### config.mk
export PLATFORM = sky130hd
export DESIGN_NAME = multi_clock_divider
export DESIGN_NICKNAME = d
export VERILOG_FILES = /design/src/rtl/clkdiv_pkg.sv /design/src/rtl/clock_div_channel.sv /design/src/rtl/multi_clock_divider.sv
export SDC_FILE = /design/constraint.sdc
export NUM_CORES = 1
export LEC_CHECK = 0
export BUFFER_PORTS_ARGS = -buffer_cell sky130_fd_sc_hd__buf_4
export CELL_PAD_IN_SITES_DETAIL_PLACEMENT = 1
export CELL_PAD_IN_SITES_GLOBAL_PLACEMENT = 2
export CORE_MARGIN = 2
export CORE_UTILIZATION = 35
export CTS_BUF_LIST = sky130_fd_sc_hd__clkbuf_4
export DETAILED_ROUTE_END_ITERATION = 10
export HOLD_SLACK_MARGIN = 0.15
export PLACE_DENSITY_LB_ADDON = 0.1
export SYNTH_ARGS = -nofsm -noshare
export SYNTH_HDL_FRONTEND = slang
export SYNTH_SLANG_ARGS = --single-unit
### constraint.sdc
create_clock -name clk_in -period 3.45 [get_ports clk_in]
set_input_delay 0.1725 -clock clk_in [delete_from_list [all_inputs] [get_ports clk_in]]
set_output_delay 0.1725 -clock clk_in [all_outputs]
set_load 0.01 [all_outputs]
### src/rtl/clkdiv_pkg.sv
`default_nettype none
// ==== clkdiv_pkg : shared constants, divide type and high-time helper | rev 1.0 ====
package clkdiv_pkg;

   localparam int DEF_DIV_W = 16;

   typedef logic [DEF_DIV_W-1:0] div_t;

   // High phase length for a divide of n: ceil(n/2), so odd divides lean high.
   function automatic logic [31:0] high_cnt(input logic [31:0] n);
      return n - (n >> 1);
   endfunction

endpackage
`default_nettype wire

### src/rtl/clock_div_channel.sv
`default_nettype none
// ==== clock_div_channel : one divider lane with enable, sync and boundary reload | rev 1.0 ====
module clock_div_channel
   import clkdiv_pkg::*;
#(
   parameter int DIV_W = DEF_DIV_W
) (
   input  logic             clk_in,
   input  logic             reset,
   input  logic [DIV_W-1:0] div,
   input  logic             en,
   input  logic             sync,
   output logic             clk_out,
   output logic             rise,
   output logic             active
);

   logic             running_q, running_d;
   logic             pend_q, pend_d;
   logic [DIV_W-1:0] cnt_q, cnt_d;
   logic [DIV_W-1:0] act_div_q, act_div_d;
   logic             clk_q, clk_d;
   logic             rise_q, rise_d;
   logic             active_q, active_d;
   logic [DIV_W-1:0] high_w;

   assign high_w = DIV_W'(high_cnt(32'(act_div_q)));

   always_comb begin
      running_d = running_q;
      pend_d    = 1'b0;
      cnt_d     = cnt_q;
      act_div_d = act_div_q;
      clk_d     = clk_q;
      rise_d    = 1'b0;
      if (!en) begin
         running_d = 1'b0;
         cnt_d     = '0;
         clk_d     = 1'b0;
         act_div_d = div;
      end else if (!running_q || sync || (pend_q && act_div_q != '0)) begin
         // Start, phase realign, or first period after leaving a zero divide.
         running_d = 1'b1;
         act_div_d = div;
         cnt_d     = '0;
         clk_d     = (div != '0);
         rise_d    = (div != '0);
      end else if (act_div_q == '0) begin
         cnt_d     = '0;
         clk_d     = 1'b0;
         act_div_d = div;
         pend_d    = 1'b1;
      end else if (cnt_q == act_div_q - 1'b1) begin
         cnt_d     = '0;
         act_div_d = div;
         clk_d     = (div != '0);
         rise_d    = (div != '0);
      end else begin
         cnt_d = cnt_q + 1'b1;
         clk_d = ((cnt_q + 1'b1) < high_w);
      end
      active_d = running_d && (act_div_d != '0);
   end

   always_ff @(posedge clk_in) begin
      if (!reset) begin
         running_q <= 1'b0;
         pend_q    <= 1'b0;
         cnt_q     <= '0;
         act_div_q <= '0;
         clk_q     <= 1'b0;
         rise_q    <= 1'b0;
         active_q  <= 1'b0;
      end else begin
         running_q <= running_d;
         pend_q    <= pend_d;
         cnt_q     <= cnt_d;
         act_div_q <= act_div_d;
         clk_q     <= clk_d;
         rise_q    <= rise_d;
         active_q  <= active_d;
      end
   end

   assign clk_out = clk_q;
   assign rise    = rise_q;
   assign active  = active_q;

endmodule
`default_nettype wire

### src/rtl/multi_clock_divider.sv
`default_nettype none
// ==== multi_clock_divider : NUM_CH independent registered clock dividers sharing one sync strobe | rev 1.0 ====
module multi_clock_divider
   import clkdiv_pkg::*;
#(
   parameter int NUM_CH = 4,
   parameter int DIV_W  = DEF_DIV_W
) (
   input  logic                    clk_in,
   input  logic                    reset,
   input  logic [NUM_CH*DIV_W-1:0] div,
   input  logic [NUM_CH-1:0]       en,
   input  logic                    sync,
   output logic [NUM_CH-1:0]       clk_out,
   output logic [NUM_CH-1:0]       rise,
   output logic [NUM_CH-1:0]       active
);

   for (genvar c = 0; c < NUM_CH; c++) begin : g_ch
      clock_div_channel #(
         .DIV_W (DIV_W)
      ) u_chan (
         .clk_in  (clk_in),
         .reset   (reset),
         .div     (div[c*DIV_W +: DIV_W]),
         .en      (en[c]),
         .sync    (sync),
         .clk_out (clk_out[c]),
         .rise    (rise[c]),
         .active  (active[c])
      );
   end

endmodule
`default_nettype wire

Yosys cells after proc, flatten, opt, wreduce, memory -nomap -nowiden
Index checks and enable logic that the tools add are counted.
Cells by class
  add/subtract/negate cells: 12
  $lt $le $gt $ge: 4
  eq/ne operators: 4
  mux-type cells: 52
  bitwise logic cells: 5
  reductions and logical operators: 48
Operator list (number)
  2-to-1 mux 16 bit: 16
  nonzero test 16 bit: 12
  adder 16 x 1 -> 16 bit (second input constant): 4
  equality test 16 bit: 4
  logical NOT 16 bit: 4
  < comparator 16 bit: 4
  subtractor 16 x 1 -> 16 bit (second input constant): 4
  subtractor 16 x 15 -> 16 bit: 4
  2-to-1 mux 1 bit: 36
  OR reduction 5 bit: 4
  OR reduction 3 bit: 4
  logical AND 1 bit: 8
  logical OR 1 bit: 8
  AND reduction 2 bit: 4
  inverter 1 bit: 5
  logical NOT 1 bit: 4
Word-level totals
  flip-flop bits (word level): 148
  input bits: 71
  output and inout port bits: 12
  word-level logic and storage cells: 153

Depth between registers and ports, before layout
Gate-level depths: netlist of the first run.
  word-level depth: 8
  mapped depth: 18
  depth with buffers taken out: 18

Cells and area by module
Synthesis of the first run repeated with hierarchy kept, for this count alone.
Unflattened totals
  cell total of the unflattened synthesis: 1730
  area total of the unflattened synthesis: 14182.4 sq um
Modules (own cells, without submodules)
  clock_div_channel (g_ch[2].u_chan): instances 1, cells an instance 442, area each 3698.5 sq um, seq. area each 740.7 sq um
  clock_div_channel (g_ch[3].u_chan): instances 1, cells an instance 472, area each 3673.5 sq um, seq. area each 740.7 sq um
  clock_div_channel (g_ch[0].u_chan): instances 1, cells an instance 407, area each 3419.5 sq um, seq. area each 740.7 sq um
  clock_div_channel (g_ch[1].u_chan): instances 1, cells an instance 409, area each 3390.8 sq um, seq. area each 740.7 sq um

Least setup slack after synthesis of the first run
Ideal clock, no wire load.
  path kind: register to register
  start: register g_ch[2].u_chan.act_div_q[2]
  end: register g_ch[2].u_chan.clk_q
  arrival: 3246 ps
  required time: 3321 ps
  slack: 75 ps
  cell stages (with the launch flop): 17
  buffers on the path: 0
  period minus slack after synthesis: 3375 ps
  path through: dfxtp_1 > inv_1 > ha_1 > nand2b_1 > a21oi_1 > o21bai_1 > a211oi_1 > o21ai_0 > or4b_2 > and3_1 > ha_1 > nand4_1 > nor2_1 > o21ai_0 > a21o_1 > o2111ai_1 > mux2i_1
On the way
  word-level cells in the longest chain between the ends: 5
  elaborated cells between the ends (all ways): 11
Ends and longest elaborated chain
  start: declaration: line clock_div_channel.sv:21  | logic [DIV_W-1:0] act_div_q, act_div_d;
  start signal: assignment: line clock_div_channel.sv:78  | act_div_q <= act_div_d;
  subtractor 16 x 15 -> 16 bit or subtractor 16 x 1 -> 16 bit (tied branches): line clkdiv_pkg.sv:11, clock_div_channel.sv:53
  < comparator 16 bit or equality test 16 bit (tied branches): line clock_div_channel.sv:60, clock_div_channel.sv:53
  2-to-1 mux 1 bit: line clock_div_channel.sv:53  | end else if (cnt_q == act_div_q - 1'b1) begin
  2-to-1 mux 1 bit: line clock_div_channel.sv:48  | end else if (act_div_q == '0) begin
  2-to-1 mux 1 bit *: line clock_div_channel.sv:41  | end else if (!running_q || sync || (pend_q && act_div_q != '0)) begin
  end signal: assignment: line clock_div_channel.sv:79  | clk_q <= clk_d;
  end: declaration: line clock_div_channel.sv:22  | logic clk_q, clk_d;
Mark *: on every way between the ends. The rest lies on a longest branch, timed or not.
A chain may end at the register's enable or synchronous reset.

Worst setup path after layout of the first run
  start: register g_ch[2].u_chan.act_div_q[3]
  end: register g_ch[2].u_chan.act_div_q[4]
On the way
  word-level cells in the longest chain between the ends: 6
  elaborated cells between the ends (all ways): 10
Ends and longest elaborated chain
  subtractor 16 x 1 -> 16 bit: line clock_div_channel.sv:53
  equality test 16 bit: line clock_div_channel.sv:53
  2-to-1 mux 16 bit: line clock_div_channel.sv:53
  2-to-1 mux 16 bit: line clock_div_channel.sv:48
  2-to-1 mux 16 bit *: line clock_div_channel.sv:41
  2-to-1 mux 16 bit *: line clock_div_channel.sv:36  | if (!en) begin
Marked as above.

==> flow_metrics.py, run 1 <==
metrics = {
    "drt": {
        "wire_per_inst_um": 18.3,
        "drtIter0Drc": 336,
        "totalWireLength_um": 43900,
        "vias": 12300,
        "drcViolationCount": 0,
        "first_pass_iters": 4,
        "via_per_inst": 5.13,
        "drtAntennaViolNets": 0,
    },
    "cts": {
        "htree_levels": 4,
        "cts.clk_slew.worst_paths_ps": 170,
        "clock_latency_ps": 640,
        "cts_max_path_buffers": 2,
        "tritoncts": "built",
        "cts_buffers": 17,
        "cts.sink_count": 148,
        "root_buffer": "clkbuf_4",
    },
    "critical_path": {
        "arrival_ps": 3810,
        "required_ps": 3970,
        "cp_top_family": "buffers and inverters",
        "critPathLaunchType": "flip-flop",
        "path_cells": "inv_1, buf_4, ha_4, nand4b_1, or4_1, a221o_1, a2111oi_4, nor3_2, buf_12, mux2i_1, dlygate4sd3_1",
        "crit_fanout": 33,
        "crit_path_max_incr_delay_ps": 590,
        "end_kind": "flip-flop",
        "crit_buf_inv": 4,
        "critPathKind": "flip-flop to flip-flop",
        "cp_slowest_cell": "or4_1",
    },
    "pwr": {
        "p_comb_share_pct": 38.7,
        "cellPowerDensity_nw_per_um2": 302,
        "internal-power_mw": 3.18,
        "power.leakage_nw": 7.35,
        "share_seq_of_total_power_pct": 36.0,
        "ir_drop_uv": 208,
        "power_mw": 5.05,
        "switchingPower_mw": 1.87,
        "pwr-share-clk_pct": 25.2,
        "swShare_pct": 37.1,
    },
    "outcome": {
        "status": "finished clean",
    },
    "yosys": {
        "ys_async_sr_fraction_pct": 0,
        "yosys.cell_types.count": 69,
        "yosys-top-cells-area": "dfxtp_1, ha_1, xnor2_1, xor2_1, inv_1",
        "yosysWarningCount": 0,
        "synthCells": 1654,
        "yosys.area.top_type": "dfxtp_1",
        "synth_edf_count": 0,
        "ys.flop_type": "dfxtp_1",
        "synthesis.area_um2": 13500,
        "ys_seq_elements": 148,
        "synth-seq-area-share_pct": 21.9,
        "synth_top_area_share_pct": 21.9,
        "synthesis.nets": 1933,
        "avgSynthCellArea_um2": 8.17,
    },
    "placement": {
        "gp_congestion": 0.866,
        "dp_hpwl_um": 34300,
        "io_buffers": 82,
    },
    "timing": {
        "worst_pin_slew_ps": 923,
        "min_period_ps": 3290,
        "setup_viol_count_final": 0,
        "min_period_over_period_pct": 95.3,
        "final-hold-violation-count": 0,
        "clock.fmax_mhz": 304,
        "rsz0062_at_grt": "yes",
        "skew_ps": 42.1,
        "slew_violations": 0,
        "whs_ps": 348,
        "relSlewSlack_pct": 37.9,
    },
    "finish": {
        "multi_input_area_um2": 10000,
        "drive_above_1_share_pct": 15.8,
        "nets": 2151,
        "most-common-layout-cells": "ha_1, buf_4, inv_1",
        "synthToLayoutAreaGrowth_pct": 23.5,
        "fillers": 4608,
        "regArea_um2": 2990,
        "final_common_cell": "ha_1",
    },
    "global_route": {
        "met2_usage_pct": 38.8,
        "antenna_found_initial": 2,
        "use_met1_pct": 28.3,
        "grt.total_usage_pct": 22.0,
        "overflow": 0,
        "grt_pass1_vias": 13095,
        "grt_max_degree": 72,
        "use_met3_pct": 2.97,
        "busiest_layer": "met2",
        "grt_pass1_wl_um": 70800,
    },
    "floorplanning": {
        "start_util_pct": 35.7,
        "coreArea_um2": 37800,
        "die_area_um2": 40200,
        "die_w_um": 201,
        "fp.dieH_um": 201,
        "ios": 83,
        "rows": 71,
    },
    "min_path": {
        "hold_class": "primary input to flip-flop",
    },
    "run": {
        "maxCapViolCount": 0,
    },
}
[power groups by stage]
stage	combinational (mW)	sequential, mW	clock, mW
floorplan	1.17	1.86	0
global placement	1.72	1.86	0
detailed placement	1.76	1.86	0
CTS	1.88	1.82	1.34
global route	2.18	1.83	1.40
finish	1.96	1.82	1.27
[routing by layer]
metal / vias to the layer above / routed length, µm
met5: - / 0
li1: 6191 / -
met4: 0 / 726
met3: 41 / 1000
met1: 5947 / 20600
met2: 121 / 21600
[synthesized netlist by cell type, types with 5 or more instances]
| library cell | number |
|---|---|
| inv_1 | 150 |
| buf_4 | 14 |
| or3_1 | 12 |
| o21bai_1 | 13 |
| o31ai_1 | 8 |
| nor2_1 | 104 |
| and2_1 | 6 |
| nand2_1 | 140 |
| dfxtp_1 | 148 |
| o21a_1 | 8 |
| nor4_1 | 40 |
| xor2_1 | 69 |
| mux2i_1 | 52 |
| a311oi_1 | 6 |
| nand3_1 | 49 |
| nand4_1 | 29 |
| and3_1 | 62 |
| o211ai_1 | 7 |
| a211oi_1 | 15 |
| a21oi_1 | 76 |
| nor2b_1 | 32 |
| a41oi_1 | 7 |
| a221oi_1 | 8 |
| ha_1 | 204 |
| a31oi_1 | 16 |
| o21ai_0 | 48 |
| buf_1 | 5 |
| clkbuf_1 | 30 |
| nand3b_1 | 9 |
| nor3b_1 | 5 |
| buf_2 | 7 |
| or2_2 | 8 |
| xnor2_1 | 121 |
| a21boi_0 | 5 |
| and4_1 | 5 |
| nor3_1 | 28 |
| o2111ai_1 | 7 |
| a21o_1 | 22 |
| nand2b_1 | 20 |
[stage by stage]
step | util (%) | worst slack [ps] | cell area (µm²) | std cells | TNS (ps)
finish | 44.1 | 161 | 16700 | 2398 | 0
global route | 44.1 | -55.7 | 16700 | 2397 | -63.1
CTS | 43.2 | -26.6 | 16400 | 2387 | -26.6
detailed placement | 40.0 | -191 | 15100 | 2270 | -334
global placement | 40.0 | -106 | 15100 | 2270 | -106
floorplan | - | 74.8 | 13500 | 1654 | 0
[logic make-up after synthesis]
kind of cell    after synthesis  share of synthesized area [%]
compound gates              273                           13.7
xor+xnor                    192                           12.7
fa+ha+maj                   208                           19.5
buf+inv                     209                           6.37
flops                       148                           21.9
mux                          55                           4.10
simple gates                569                           21.7
[worst paths after layout]
check	start	to	slack, ps	cells past startpoint
setup / recovery	g_ch[2].u_chan.act_div_q[3]	g_ch[2].u_chan.act_div_q[4]	160	11
hold / removal	div[4]	g_ch[0].u_chan.act_div_q[4]	350	4
hold reg to reg	g_ch[0].u_chan.act_div_q[4]	g_ch[0].u_chan.act_div_q[4]	510	2
setup reg to reg	g_ch[2].u_chan.act_div_q[3]	g_ch[2].u_chan.act_div_q[4]	160	11
[sequential cells by signal, summed over array words and instances, names as in the netlist]
name,cells
g_ch.u_chan.act_div_q,64
g_ch.u_chan.pend_q,4
g_ch.u_chan.rise,4
g_ch.u_chan.running_q,4
g_ch.u_chan.clk_out,4
g_ch.u_chan.active,4
g_ch.u_chan.cnt_q,64
[area by class of cell]
| cell class | count | share of cell area [%] |
|---|---|---|
| timing repair buffer | 257 | 13.0 |
| sequential | 148 | 17.9 |
| clock buffer | 19 | 0.854 |
| clock inverter | 13 | 0.944 |
| inverter | 151 | 3.43 |
| antenna | 2 | 0.0300 |
| tap | 511 | 3.83 |
| multi-input combinational | 1297 | 60.0 |
[worst min-delay path: stages]
cell	delay (ps)
dlygate4sd3_1	540
buf_4	140
nand2_1	60
mux2i_1	60
[what timing repair did]
action                                  CTS  global route
hold buffers                             84             0
hold endpoints to repair                116             0
setup buffers                             1             9
resized for setup                        21            71
endpoints found under the setup margin    4            15
pin swaps                                11            40
Power figures use the tool's default switching activity.
==> run 2, diff against run 1 <==
ABC_CLOCK_PERIOD_IN_PS = 3450   (was default)
CORE_ASPECT_RATIO = 1.4   (was default)
GPL_TIMING_DRIVEN = 0   (was default)
==> run 2 against run 1 <==
  * The run now ends with negative setup slack left
  * Global-route usage increased by 0.63 points
  * Maximum frequency decreased by 6.6%
  * Via count increased by 0.89%
  * First-iteration DRC count increased by 9.8%
  * Clock skew decreased by 13 ps
  * Worst hold slack got worse by 12 ps
  * Combinational power about the same
  * Register-to-register slack got worse by 230 ps
  * Wire length increased by 3.3%
  * Critical path depth increased by 6
  * Largest cell class unchanged
==> flow_metrics.py, run 2 (synthesized netlist as in run 1, its figures left out) <==
metrics = {
    "drt": {
        "drcViolationCount": 0,
        "drtAntennaViolNets": 0,
        "vias": 12410,
        "wire_per_inst_um": 19.1,
        "via_per_inst": 5.23,
        "first_pass_iters": 4,
        "drtIter0Drc": 369,
        "totalWireLength_um": 45300,
    },
    "finish": {
        "fillers": 4555,
        "drive_above_1_share_pct": 17.4,
        "synthToLayoutAreaGrowth_pct": 24.7,
        "reg_top3": "g_ch.u_chan.act_div_q x64, g_ch.u_chan.cnt_q x64",
        "most-common-layout-cells": "ha_1, buf_4, inv_1",
        "final_common_cell": "ha_1",
        "fin_util_pct": 44.0,
        "nets": 2160,
    },
    "critical_path": {
        "end_kind": "flip-flop",
        "required_ps": 3970,
        "crit_buf_inv": 2,
        "cpMostUsedCell": "ha_4",
        "cp_slowest_cell": "or4b_4",
        "critPathKind": "flip-flop to flip-flop",
        "r2r_slack_ps": -70,
        "crit_fanout": 3,
        "cp_top_family": "simple AND/OR/NAND/NOR gates",
        "cp.depth": 17,
        "arrival_ps": 4040,
        "critPathLaunchType": "flip-flop",
        "crit_path_max_incr_delay_ps": 470,
        "reg2reg_depth": 17,
        "path_cells": "clkinvlp_4, buf_12, ha_4, nand2b_4, a21oi_4, o21bai_2, a211oi_2, o21ai_2, or4b_4, and3_4, ha_4, nand4_1, nor2_2, o21ai_1, a21o_1, o2111ai_2, mux2i_1",
    },
    "floorplanning": {
        "coreArea_um2": 38300,
        "rows": 85,
        "start_util_pct": 35.3,
        "die_w_um": 170,
        "die_area_um2": 40200,
        "ios": 83,
        "fp.dieH_um": 237,
    },
    "timing": {
        "slew_violations": 0,
        "min_period_ps": 3520,
        "setup_viol_count_final": 2,
        "skew_ps": 28.9,
        "min_period_over_period_pct": 102,
        "worst_pin_slew_ps": 834,
        "rsz0062_at_grt": "yes",
        "whs_ps": 336,
        "fin_ws_ps": -72.3,
        "final-hold-violation-count": 0,
        "clock.fmax_mhz": 284,
        "relSlewSlack_pct": 44.4,
    },
    "pwr": {
        "cellPowerDensity_nw_per_um2": 297,
        "ir_drop_uv": 185,
        "power.leakage_nw": 7.30,
    },
    "global_route": {
        "grt.total_usage_pct": 22.7,
        "grt_pass1_wl_um": 71200,
        "antenna_found_initial": 2,
        "grt_pass1_vias": 13341,
        "overflow": 0,
        "grt_max_degree": 17,
    },
    "cts": {
        "tritoncts": "built",
        "cts_buffers": 17,
        "htree_levels": 4,
        "cts.sink_count": 148,
        "clock_latency_ps": 650,
        "cts.clk_slew.worst_paths_ps": 150,
        "root_buffer": "clkbuf_4",
        "cts_max_path_buffers": 2,
    },
    "placement": {
        "dp_hpwl_um": 35400,
        "io_buffers": 82,
        "gp_congestion": 0.822,
    },
    "run": {
        "maxCapViolCount": 0,
    },
    "min_path": {
        "hold_path_depth": 4,
        "hold_class": "primary input to flip-flop",
    },
    "outcome": {
        "violations": "negative setup slack",
        "status": "finished with violations",
    },
}
## run 2: through the flow
step           std cells  TNS [ps]  instance area (µm²)  total power [mW]  setup slack [ps]
3_3_place_gp        2214     -2870                14700              3.50              -842
2_1_floorplan       1654         0                13500              3.03              74.8
4_1_cts             2350      -122                16400              4.98              -122
3_5_place_dp        2214     -2920                14700              3.53              -822
6_report            2373     -74.1                16900              5.01             -72.3
5_1_grt             2373      -378                16900              5.36              -188
## run 2: path summary, 6_finish.rpt
path	start	endpoint
setup / recovery	g_ch[2].u_chan.act_div_q[2]	g_ch[2].u_chan.clk_out
hold / removal	div[44]	g_ch[2].u_chan.act_div_q[12]
setup reg to reg	g_ch[2].u_chan.act_div_q[2]	g_ch[2].u_chan.clk_out
hold reg to reg	g_ch[1].u_chan.running_q	g_ch[1].u_chan.pend_q
## run 2: area by class of cell
cell class	count	area [µm²]	area share, %
Buffer	58	294	1.74
Inverter	151	583	3.46
Multi-Input combinational cell	1297	10300	61.0
Tap cell	478	598	3.55
Clock inverter	13	136	0.809
Timing Repair Buffer	208	1770	10.5
Sequential cell	148	3050	18.1
Clock buffer	18	135	0.802
Antenna cell	2	5.00	0.0297
## run 2: layer usage
layer | GRT usage, % | vias up | share of wire [%] | routed length (µm)
li1 | - | 6226 | - | -
met1 | 25.4 | 5986 | 42 | 19000
met4 | 7.72 | 0 | 2.7 | 1210
met5 | 0 | - | 0 | 0
met3 | 2.79 | 49 | 2.0 | 890
met2 | 43.4 | 149 | 53 | 24200
## run 2: power by group
group          internal [mW]  switching [mW]  total [mW]
Clock                  0.431           0.751        1.18
Sequential              1.76          0.0852        1.85
Combinational          0.921            1.06        1.98
Total                   3.12            1.89        5.01
## run 2: timing repair
action	CTS	global route
setup endpoints to repair	4	40
hold buffers	77	0
buffers inserted	28	21
pin swaps	42	58
hold endpoints to repair	97	0
gates resized for setup	116	57
## run 2: worst min-delay path: stages
cell and delay, ps:
dlygate4sd3_1 530, buf_4 130, nand2_1 50, mux2i_1 50
